==> config.mk <==
export PLATFORM = sky130hd
export DESIGN_NAME = johnson_seq_monitor
export DESIGN_NICKNAME = d
export VERILOG_FILES = /design/src/rtl/johnson_seq_monitor.sv
export SDC_FILE = /design/constraint.sdc
export NUM_CORES = 1
export LEC_CHECK = 0
export ABC_AREA = 1
export CORE_MARGIN = 3
export CORE_UTILIZATION = 49
export CTS_CLUSTER_SIZE = 8
export DETAILED_ROUTE_END_ITERATION = 6
export PLACE_DENSITY = 0.86
export SYNTH_ARGS = -nofsm -noshare
export SYNTH_HDL_FRONTEND = slang
export SYNTH_SLANG_ARGS = --single-unit
==> constraint.sdc <==
create_clock -name i_clk -period 2.05 [get_ports i_clk]
set_clock_uncertainty 0.15 [all_clocks]
set_input_delay 0.41 -clock i_clk [delete_from_list [all_inputs] [get_ports i_clk]]
set_output_delay 0.41 -clock i_clk [all_outputs]
set_load 0.01 [all_outputs]
==> src/rtl/johnson_seq_monitor.sv <==
// Consumer-side checker for a 4-bit Johnson ring counter: decodes the code to a
// phase, flags illegal codes and steps, counts revolutions and error cycles.
module johnson_seq_monitor #(
    parameter int REV_W      = 8,
    parameter int ERR_W      = 4,
    parameter int ALLOW_HOLD = 0
) (
    input  logic             i_clk,
    input  logic             i_arst_n,
    input  logic [3:0]       i_q,
    input  logic             i_up_srst,
    input  logic             i_clr,
    output logic [2:0]       o_phase,
    output logic             o_valid,
    output logic             o_wrap,
    output logic [REV_W-1:0] o_revs,
    output logic             o_err_code,
    output logic             o_err_step,
    output logic             o_err_sticky,
    output logic [ERR_W-1:0] o_err_cnt,
    output logic [1:0]       o_state
);

    typedef enum logic [1:0] {
        ACQUIRE = 2'd0,
        TRACK   = 2'd1,
        FAULT   = 2'd2
    } state_t;

    state_t     state;
    state_t     state_next;
    logic       code_ok;
    logic [2:0] code_phase;
    logic [2:0] phase_inc;
    logic       step_ok;
    logic [2:0] phase_next;
    logic       valid_next;
    logic       wrap_next;
    logic       err_code_next;
    logic       err_step_next;
    logic       err_any;

    always_comb begin
        code_ok    = 1'b1;
        code_phase = 3'd0;
        case (i_q)
            4'b0000: code_phase = 3'd0;
            4'b0001: code_phase = 3'd1;
            4'b0011: code_phase = 3'd2;
            4'b0111: code_phase = 3'd3;
            4'b1111: code_phase = 3'd4;
            4'b1110: code_phase = 3'd5;
            4'b1100: code_phase = 3'd6;
            4'b1000: code_phase = 3'd7;
            default: code_ok = 1'b0;
        endcase
    end

    // The 3-bit increment wraps 7 -> 0 on its own, which is exactly the ring order.
    assign phase_inc = o_phase + 3'd1;
    assign step_ok   = (code_phase == phase_inc) ||
                       ((ALLOW_HOLD != 0) && (code_phase == o_phase));

    always_comb begin
        state_next    = state;
        phase_next    = o_phase;
        valid_next    = 1'b0;
        wrap_next     = 1'b0;
        err_code_next = 1'b0;
        err_step_next = 1'b0;
        if (!i_up_srst) begin
            // Upstream drains through junk codes while in reset; stay silent and re-acquire.
            state_next = ACQUIRE;
        end else begin
            case (state)
                ACQUIRE, FAULT: begin
                    if (code_ok) begin
                        phase_next = code_phase;
                        state_next = TRACK;
                    end else begin
                        err_code_next = 1'b1;
                    end
                end
                TRACK: begin
                    if (!code_ok) begin
                        err_code_next = 1'b1;
                        state_next    = FAULT;
                    end else if (step_ok) begin
                        valid_next = 1'b1;
                        wrap_next  = (o_phase == 3'd7) && (code_phase == 3'd0);
                        phase_next = code_phase;
                    end else begin
                        err_step_next = 1'b1;
                        phase_next    = code_phase;
                        state_next    = FAULT;
                    end
                end
                default: state_next = ACQUIRE;
            endcase
        end
    end

    assign err_any = err_code_next | err_step_next;
    assign o_state = state;

    always_ff @(posedge i_clk or negedge i_arst_n) begin
        if (!i_arst_n) begin
            state <= ACQUIRE;
        end else begin
            state <= state_next;
        end
    end

    // o_valid qualifies o_phase for downstream logging; there is no back-pressure.
    always_ff @(posedge i_clk or negedge i_arst_n) begin
        if (!i_arst_n) begin
            o_phase      <= 3'd0;
            o_valid      <= 1'b0;
            o_wrap       <= 1'b0;
            o_err_code   <= 1'b0;
            o_err_step   <= 1'b0;
            o_revs       <= '0;
            o_err_cnt    <= '0;
            o_err_sticky <= 1'b0;
        end else begin
            o_phase    <= phase_next;
            o_valid    <= valid_next;
            o_wrap     <= wrap_next;
            o_err_code <= err_code_next;
            o_err_step <= err_step_next;
            if (i_clr) begin
                o_revs       <= '0;
                o_err_cnt    <= '0;
                o_err_sticky <= 1'b0;
            end else begin
                if (wrap_next && (o_revs != '1)) begin
                    o_revs <= o_revs + REV_W'(1);
                end
                if (err_any) begin
                    o_err_sticky <= 1'b1;
                    if (o_err_cnt != '1) begin
                        o_err_cnt <= o_err_cnt + ERR_W'(1);
                    end
                end
            end
        end
    end

endmodule

==> results of run 1 <==
==> registers in the layout, indices dropped and copies added, names as in the netlist, 2 cells and up <==
register,cells
o_phase,3
o_state,2
o_err_cnt,4
o_revs,8
==> per-stage QoR <==
step | hold slack, ns | util, % | setup TNS (ns)
3_3_place_gp | 0.344 | 69.0 | -2.16
2_1_floorplan | -0.0356 | - | 0
3_5_place_dp | 0.349 | 69.0 | -3.48
4_1_cts | 0.259 | 71.1 | 0
5_1_grt | 0.264 | 72.3 | -0.216
6_report | 0.262 | 72.3 | 0
==> layout make-up <==
| class | count | area, sq um |
|---|---|---|
| flip-flops and latches | 22 | 551 |
| fillers | 179 | 698 |
| inverters | 21 | 78.8 |
| well taps | 30 | 37.5 |
| repair buffers | 43 | 398 |
| clock buffers | 3 | 22.5 |
| clock inverters | 1 | 30.0 |
| multi-input cells | 128 | 707 |
==> cell usage after synthesis <==
cell and instances:
nand2_1 48, nand3_1 26, dfrtp_1 22, inv_1 17
nor2_1 14, nor3_1 5, ha_1 4, inv_2 4
nand2_2 4, nand3_2 4, o21ai_0 4, xor2_1 4
nor2_2 3, xnor2_1 3, nand4_1 2, buf_1 1
clkbuf_1 1, mux2_2 1, nand2_4 1, nand4_4 1
nor3b_1 1, o21ai_1 1, o31ai_1 1
==> critical path, delay by kind of cell <==
| kind | cells | cell delay (ns) |
|---|---|---|
| AND/OR/NAND/NOR | 9 | 1.01 |
| buffers and inverters | 2 | 0.66 |
==> layer usage <==
metal  global-route usage, %  part of all wire [%]  vias to the layer above
li1                        -                     -                      646
met1                    23.9                    40                      616
met2                    39.0                    52                       51
met3                    5.57                   6.0                       13
met4                    7.62                   2.2                        0
met5                       0                     0                        -
==> kinds of logic (layout without fill, tap and decap cells) <==
kind of cell	Yosys count	count (layout)	share of synthesized area (%)
simple gates	109	110	39.8
buf+inv	23	68	6.56
flops	22	22	41.8
xor+xnor	7	7	4.66
compound gates	6	6	2.47
fa+ha+maj	4	4	3.80
mux	1	1	0.855
==> path summary, 6_finish.rpt <==
kind | slack (ns) | endpoint | cells past startpoint
max | 0.07 | o_revs[1] | 11
min | 0.26 | o_err_cnt[2] | 2
max reg2reg | 0.08 | o_revs[1] | 10
min reg2reg | 0.37 | o_err_sticky | 2
max in group asynchronous | 1.26 | o_phase[1] | 2
min in group i_clk | 0.37 | o_err_sticky | 2
==> repair_timing <==
action,4_1_cts,5_1_grt
hold endpoints to repair,0,0
setup endpoints to repair,0,11
hold buffers,0,0
gates resized for setup,0,4
==> report_power, final <==
group          switching [W]  total (W)  leakage, nW  internal (W)
sequential         0.0000315   0.000496        0.297      0.000464
clock               0.000142   0.000340       0.0279      0.000198
combinational       0.000167   0.000317        0.609      0.000150
total               0.000341    0.00115        0.935      0.000812
==> results.json, run 1 <==
{
  "antenna_left": 0,
  "numCtsBuffers": 3,
  "fin_cells": 248,
  "rows": 18,
  "synth_cell_types": 23,
  "worstPathCellList": "clkdlybuf4s50_1 -> inv_2 -> nand2_1 -> nand2_2 -> nand2_2 -> nand3_1 -> nor2_2 -> nand4_4 -> nand2_4 -> nand2_1 -> nand2_1",
  "finalSetupViolations": 0,
  "fin_crit_ns": 1.98,
  "firstDrtPassIters": 4,
  "synth_area_leaders": "dfrtp_1, nand2_1, nand3_1, inv_1, nor2_1",
  "final_cell_mix": "nand2_1, clkdlybuf4s50_1, nand3_1, dfrtp_1, inv_1",
  "crit_top_cell": "nand2_1",
  "drive_above_1_share_pct": 17.9,
  "rr_startpoint": "o_phase[0]",
  "nets": 231,
  "slew_headroom_pct": 81.1,
  "slowest_delay_ns": 0.58,
  "insertion_delay_ns": 0.32,
  "crit_fanout": 8,
  "dp.cells": 243,
  "ys_ff_latch": 22,
  "clk_pin_slew_ns": 0.13,
  "num_vias": 1326,
  "cts_sinks": 22,
  "place.gp.congestion": 0.823,
  "hold_path_class": "primary input to asynchronous set/reset pin",
  "arrival_ns": 2.10,
  "cts_root_buffer": "clkbuf_4",
  "drv_cap": 0,
  "layout_commonest_cell": "nand2_1",
  "outcome": "completed",
  "grt_max_degree": 23,
  "drc": 0,
  "tightest_slew_ns": 0.281,
  "place_area_sq_um": 1740,
  "grt_overflow": 0,
  "totalPowerFinal_w": 0.00115,
  "required_ns": 2.17,
  "grt_pass1_wl_microns": 5530,
  "cts_tree": "done",
  "synth_top_area_cell": "dfrtp_1",
  "slowest_stage": "clkdlybuf4s50_1",
  "timing.fmax_mhz": 505,
  "crit_path_end_kind": "flop",
  "htree_levels": 1,
  "ioPinCount": 30,
  "die_area_sq_um": 3340,
  "rsz0062_at_grt": "yes",
  "yosysWarnings": 0,
  "grt_usage_pct": 21.4,
  "power_density_nw_per_um2": 632,
  "syn_inst": 172,
  "syn_area_per_cell_sq_um": 7.65,
  "path_class": "primary input to flop",
  "die_h_microns": 57.8,
  "critPathLaunchType": "primary input",
  "port-buffer-count": 29,
  "hold_viol_final": 0,
  "synth_nets": 184,
  "core-area_sq_um": 2520,
  "startpoint": "i_q[3]",
  "setup_ws_ns": 0.0704,
  "vias_per_cell": 5.35,
  "areaGrowthSynthToFinish_pct": 38.6,
  "cts.path.max_buffers": 2,
  "synth_top_cell_area_share_pct": 41.8,
  "dieWidth_microns": 57.8,
  "drt-initial-drc-count": 69,
  "antenna_cells": 0,
  "wl_per_cell_microns": 14.1,
  "preCtsSetupSlack_ns": -0.287,
  "first_global_vias": 1305,
  "leakagePower_nw": 0.935,
  "netlist_area_sq_um": 1320,
  "antenna_found_initial": 0,
  "cts_setup_buffers": 0,
  "wirelength_microns": 3490,
  "ys_seq_area_share_pct": 41.8,
  "finish.instance_area_sq_um": 1820,
  "peakVddDrop_v": 0.000592,
  "place_hpwl_microns": 2490,
  "slew_viol_final": 0,
  "min_period_over_period_pct": 96.6,
  "start_util_pct": 52.2
}
Power figures use the tool's default switching activity.
==> run 2: changes to the inputs <==
CAP_MARGIN = 10   (was unset)
SETUP_SLACK_MARGIN = 0.1   (was unset)
==> run 2 against run 1 <==
Net effect:
- worst setup slack improved by 0.047 ns
- power rose by 1.9%
- first-iteration DRC count down 14%
- global-route usage increased by 1.8 points
- core utilization grew 3.0 points
- largest cell class unchanged
==> results.json, run 2 (same netlist as run 1, synthesis figures left out) <==
{
  "hold_ws_ns": 0.260,
  "antenna_left": 0,
  "slew_headroom_pct": 79.5,
  "wirelength_microns": 3640,
  "power_density_nw_per_um2": 619,
  "tns_ns": 0,
  "p_sw_share_pct": 30.3,
  "port-buffer-count": 29,
  "drt-initial-drc-count": 59,
  "slowest_delay_ns": 0.42,
  "arrival_ns": 2.06,
  "clk_pin_slew_ns": 0.13,
  "vias_per_cell": 5.46,
  "grt_overflow": 0,
  "regMostFlops": "o_revs",
  "grt_pass1_wl_microns": 5980,
  "ioPinCount": 30,
  "ctsHoldBuffers": 0,
  "layout_commonest_cell": "nand2_1",
  "slew_viol_final": 0,
  "die_area_sq_um": 3340,
  "outcome": "completed",
  "p_seq_share_pct": 42.4,
  "num_vias": 1376,
  "totalPowerFinal_w": 0.00117,
  "path_class": "flop to flop",
  "combPwrFrac_pct": 28.5,
  "p_clk_share_pct": 29.1,
  "drive_above_1_share_pct": 22.5,
  "grt_max_degree": 23,
  "startpoint": "o_phase[1]",
  "rows": 18,
  "htree_levels": 1,
  "drc": 0,
  "numCtsBuffers": 3,
  "fin_cells": 252,
  "wl_per_cell_microns": 14.4,
  "insertion_delay_ns": 0.33,
  "dieWidth_microns": 57.8,
  "firstDrtPassIters": 4,
  "cts_sinks": 22,
  "hold_viol_final": 0,
  "cts.path.max_buffers": 2,
  "start_util_pct": 52.2,
  "finalSetupViolations": 0,
  "worstPathCellList": "ha_2 -> ha_4 -> nand4_1 -> nand2_2 -> nand2_2 -> nor2_4 -> nand4_4 -> nand2_4 -> nand2_1 -> nand2_1",
  "min_period_over_period_pct": 94.3,
  "dp.cells": 243,
  "grt_usage_pct": 23.2,
  "antenna_cells": 0,
  "timing.fmax_mhz": 517,
  "areaGrowthSynthToFinish_pct": 44.3,
  "critPathLaunchType": "flop",
  "register_area_sq_um": 553,
  "nets": 235,
  "crit_fanout": 8,
  "peakVddDrop_v": 0.000593,
  "first_global_vias": 1338,
  "internal-power_w": 0.000819,
  "multiInputGateArea_sq_um": 747,
  "core-area_sq_um": 2520,
  "reg2reg_slack_ns": 0.12,
  "leakagePower_nw": 0.975,
  "rr_startpoint": "o_phase[1]",
  "p_switching_w": 0.000356,
  "drv_cap": 0,
  "cts_root_buffer": "clkbuf_4",
  "largest_registers": "o_revs: 8 flops, o_err_cnt: 4 flops, o_phase: 3 flops",
  "die_h_microns": 57.8,
  "antenna_found_initial": 0,
  "largest_register_ffs": 8,
  "tightest_slew_ns": 0.307,
  "place.gp.congestion": 0.823,
  "place_hpwl_microns": 2490,
  "hold_path_class": "primary input to asynchronous set/reset pin",
  "final_cell_mix": "nand2_1, nand3_1, clkdlybuf4s50_1, dfrtp_1, buf_4",
  "required_ns": 2.18,
  "num-fill-cells": 167,
  "slowest_stage": "dfrtp_1",
  "fin_crit_ns": 1.93,
  "crit_path_end_kind": "flop",
  "cts_tree": "done",
  "rsz0062_at_grt": "yes"
}
run 2: critical path: cells and delay by family (launching register included):
| family | cells | cell delay (ns) |
|---|---|---|
| adders and majority gates | 2 | 0.46 |
| DFF | 1 | 0.42 |
| and+or+nand+nor | 8 | 0.84 |
run 2: power by group through the flow:
stage | clock network, W | registers, W | logic (W)
2_1_floorplan | 0 | 0.000514 | 0.000138
3_3_place_gp | 0 | 0.000500 | 0.000291
3_5_place_dp | 0 | 0.000503 | 0.000303
4_1_cts | 0.000346 | 0.000495 | 0.000318
5_1_grt | 0.000367 | 0.000503 | 0.000365
6_report | 0.000342 | 0.000498 | 0.000335
run 2: cell type report:
| class | count | share of cell area [%] |
|---|---|---|
| repair buffers | 47 | 22.7 |
| well taps | 30 | 1.98 |
| clock inverters | 1 | 1.58 |
| flip-flops and latches | 22 | 29.1 |
| multi-input cells | 128 | 39.3 |
| inverters | 21 | 4.15 |
| clock buffers | 3 | 1.19 |
run 2: layer usage:
metal  part of all wire [%]  vias to the layer above  track usage, %
met5                      0                        -               0
met4                    3.3                        0            10.6
met3                    5.1                       17            6.01
li1                       -                      657               -
met1                     40                      657            26.3
met2                     51                       45            40.6
run 2: what timing repair did:
item                       in CTS  in global routing
setup endpoints to repair      10                 20
setup buffers                   0                  4
resized for setup               8                 10
cloned                          1                  0
pin swaps                       3                  7
run 2: worst paths after layout:
| path | end | depth (start not counted) |
|---|---|---|
| worst max-delay path | o_revs[4] | 10 |
| worst min-delay path | o_err_cnt[3] | 2 |
| worst max register to register | o_revs[4] | 10 |
| worst min register to register | o_err_sticky | 2 |
| max in group asynchronous | o_err_cnt[2] | 2 |
| min in group i_clk | o_err_sticky | 2 |
run 2: metrics by stage:
step	setup slack (ns)	cell area [sq um]	utilization [%]
3_3_place_gp	-0.188	1740	69.0
6_report	0.117	1900	75.3
4_1_cts	0.0874	1830	72.5
3_5_place_dp	-0.287	1740	69.0
2_1_floorplan	0.185	1320	-
5_1_grt	0.0101	1900	75.3
==> RTL change, RTL diff (flow settings as in run 2) <==
The parameter `REV_W` goes from 8 to 10.
--- a/src/rtl/johnson_seq_monitor.sv
+++ b/src/rtl/johnson_seq_monitor.sv
@@ -1,7 +1,7 @@
 // Consumer-side checker for a 4-bit Johnson ring counter: decodes the code to a
 // phase, flags illegal codes and steps, counts revolutions and error cycles.
 module johnson_seq_monitor #(
-    parameter int REV_W      = 8,
+    parameter int REV_W      = 10,
     parameter int ERR_W      = 4,
     parameter int ALLOW_HOLD = 0
 ) (
Interface: changed (resized o_revs); port bits go from 30 to 32. The function was not compared with the original's and may differ.
==> RTL change against run 2 <==
  * Sequential cell count is 2 higher
  * Core utilization is 1.7 points lower
  * Routed wire length is 1.3% lower
  * Total power is 2.1% lower
  * Final cell count is 8.7% higher
  * Design area is 8.8% higher
  * Area after synthesis is 11% higher
  * Worst setup slack worse by 0.029 ns
  * Sequential share of layout area is 0.32 points higher
  * First-iteration DRC count is 6.8% higher
  * Largest power group unchanged
==> RTL change: results <==
export IMPL_place_congestion=0.8305
export IMPL_hold_path_class="input pin to asynchronous set/reset pin"
export IMPL_drt_pass1_iter_count=4
export IMPL_area_delta_synth_final_pct=41.60
export IMPL_grt_start_max_net_pins=25
export IMPL_crit_fanout=6
export IMPL_clockBufferDepth=2
export IMPL_grt_usage=0.2021
export IMPL_cts_hold_buf=0
export IMPL_totalWireLength_um=3590
export IMPL_nNetsFinal=257
export IMPL_synth_nets=210
export IMPL_arrival_ns=2.04
export IMPL_grt_pass1_wl_um=5506
export IMPL_yosys_top_cells_area="dfrtp_1 (41%), nand2_1 (15%), nand3_1 (8.9%), nor2_1 (5.4%), inv_1 (5.1%)"
export IMPL_cts_buffers_inserted=3
export IMPL_max_slew_margin=0.7798
export IMPL_n_antenna_cell=0
export IMPL_drive_above_1_share=0.2346
export IMPL_top_regs="o_revs x10, o_err_cnt x4, o_phase x3"
export IMPL_ir_worst_vdd_uv=503.8
export IMPL_place_hpwl_um=2461
export IMPL_vias_per_cell=5.343
export IMPL_path_clk_slew_ns=0.12
export IMPL_yosysWarnings=0
export IMPL_insertion_delay_ns=0.32
export IMPL_grt_pass1_vias=1267
export IMPL_cts_root_buf="clkbuf_4"
export IMPL_leakagePower_nw=1.046
export IMPL_synth_distinct_cells=24
export IMPL_seq_area_frac_synth=0.4117
export IMPL_drt_initial_drc_count=63
export IMPL_synth_avg_cell_area_sq_um=7.368
export IMPL_drv_cap=0
export IMPL_wl_per_cell_um=13.10
export IMPL_outcome="finished clean"
export IMPL_synthTopCellsByCount="nand2_1 (58), nand3_1 (26), dfrtp_1 (24)"
export IMPL_io_buffers=31
==> RTL change: final timing paths <==
| check | from | endpoint | slack [ns] | cells after the start |
|---|---|---|---|---|
| setup / recovery | o_phase[0]$_DFFE_PN0P_ | o_revs[5]$_DFFE_PN0P_ | 0.09 | 10 |
| hold / removal | i_arst_n | o_revs[4]$_DFFE_PN0P_ | 0.28 | 2 |
| setup reg to reg | o_phase[0]$_DFFE_PN0P_ | o_revs[5]$_DFFE_PN0P_ | 0.09 | 10 |
| hold reg to reg | o_err_sticky$_DFFE_PN0P_ | o_err_sticky$_DFFE_PN0P_ | 0.35 | 2 |
| max in group asynchronous | i_arst_n | o_revs[0]$_DFFE_PN0P_ | 1.21 | 2 |
| min in group i_clk | o_err_sticky$_DFFE_PN0P_ | o_err_sticky$_DFFE_PN0P_ | 0.35 | 2 |
==> RTL change: area by class of cell <==
type / instances / area, sq um
Tap cell: 31 / 38.79
Inverter: 24 / 90.09
Multi-Input combinational cell: 147 / 870.8
Sequential cell: 24 / 608.1
Clock buffer: 3 / 22.52
Fill cell: 212 / 739.5
Timing Repair Buffer: 45 / 435.4
==> RTL change: what timing repair did <==
| item | in CTS | in global routing |
|---|---|---|
| gates resized for setup | 6 | 31 |
| pin swaps | 3 | 18 |
| cloned | 0 | 0 |
| setup buffers | 2 | 2 |
| endpoints found under the setup margin | 11 | 24 |
==> RTL change: per-stage QoR <==
step / cell area [sq um] / power, W / setup WS [ns]
2_1_floorplan: 1459 / 0.0007343 / 0.1481
3_3_place_gp: 1864 / 0.0008876 / -0.1622
4_1_cts: 1931 / 0.001127 / 0.09097
5_1_grt: 2066 / 0.001219 / -0.02313
3_5_place_dp: 1864 / 0.0008980 / -0.2064
6_report: 2066 / 0.001150 / 0.08763
==> RTL change: metal layers <==
metal	vias to the layer above	GRT usage	wire length (um)	part of all wire
met5	-	0	0	0
met4	0	0.09907	142	0.040
met3	14	0.05106	174	0.048
met2	42	0.3191	1768	0.49
met1	686	0.2576	1505	0.42
li1	722	-	-	-
==> RTL change: kinds of logic after synthesis <==
logic type	after synthesis	share of synthesized area
AO/OA/AOI/OAI	8	0.02745
XOR/XNOR	9	0.05403
adder cells (fa/ha/maj)	4	0.03431
buffers and inverters	27	0.07460
flip-flops	24	0.4117
multiplexers	1	0.007718
AND/OR/NAND/NOR	125	0.3902
==> RTL change: where the power goes <==
group          switching [W]  internal [W]
clock network       0.000138     0.0000690
registers          0.0000401      0.000512
logic               0.000208      0.000182
total               0.000386      0.000763
==> RTL change: critical path, cell delays in order (launching register included) <==
cell and delay (ns):
dfrtp_1 0.41, ha_2 0.21, ha_4 0.26, nand4_1 0.06, nand2_1 0.12, nand2_1 0.09
nor2_2 0.15, nand4_4 0.13, buf_6 0.18, nand3_2 0.05, nand2_1 0.05
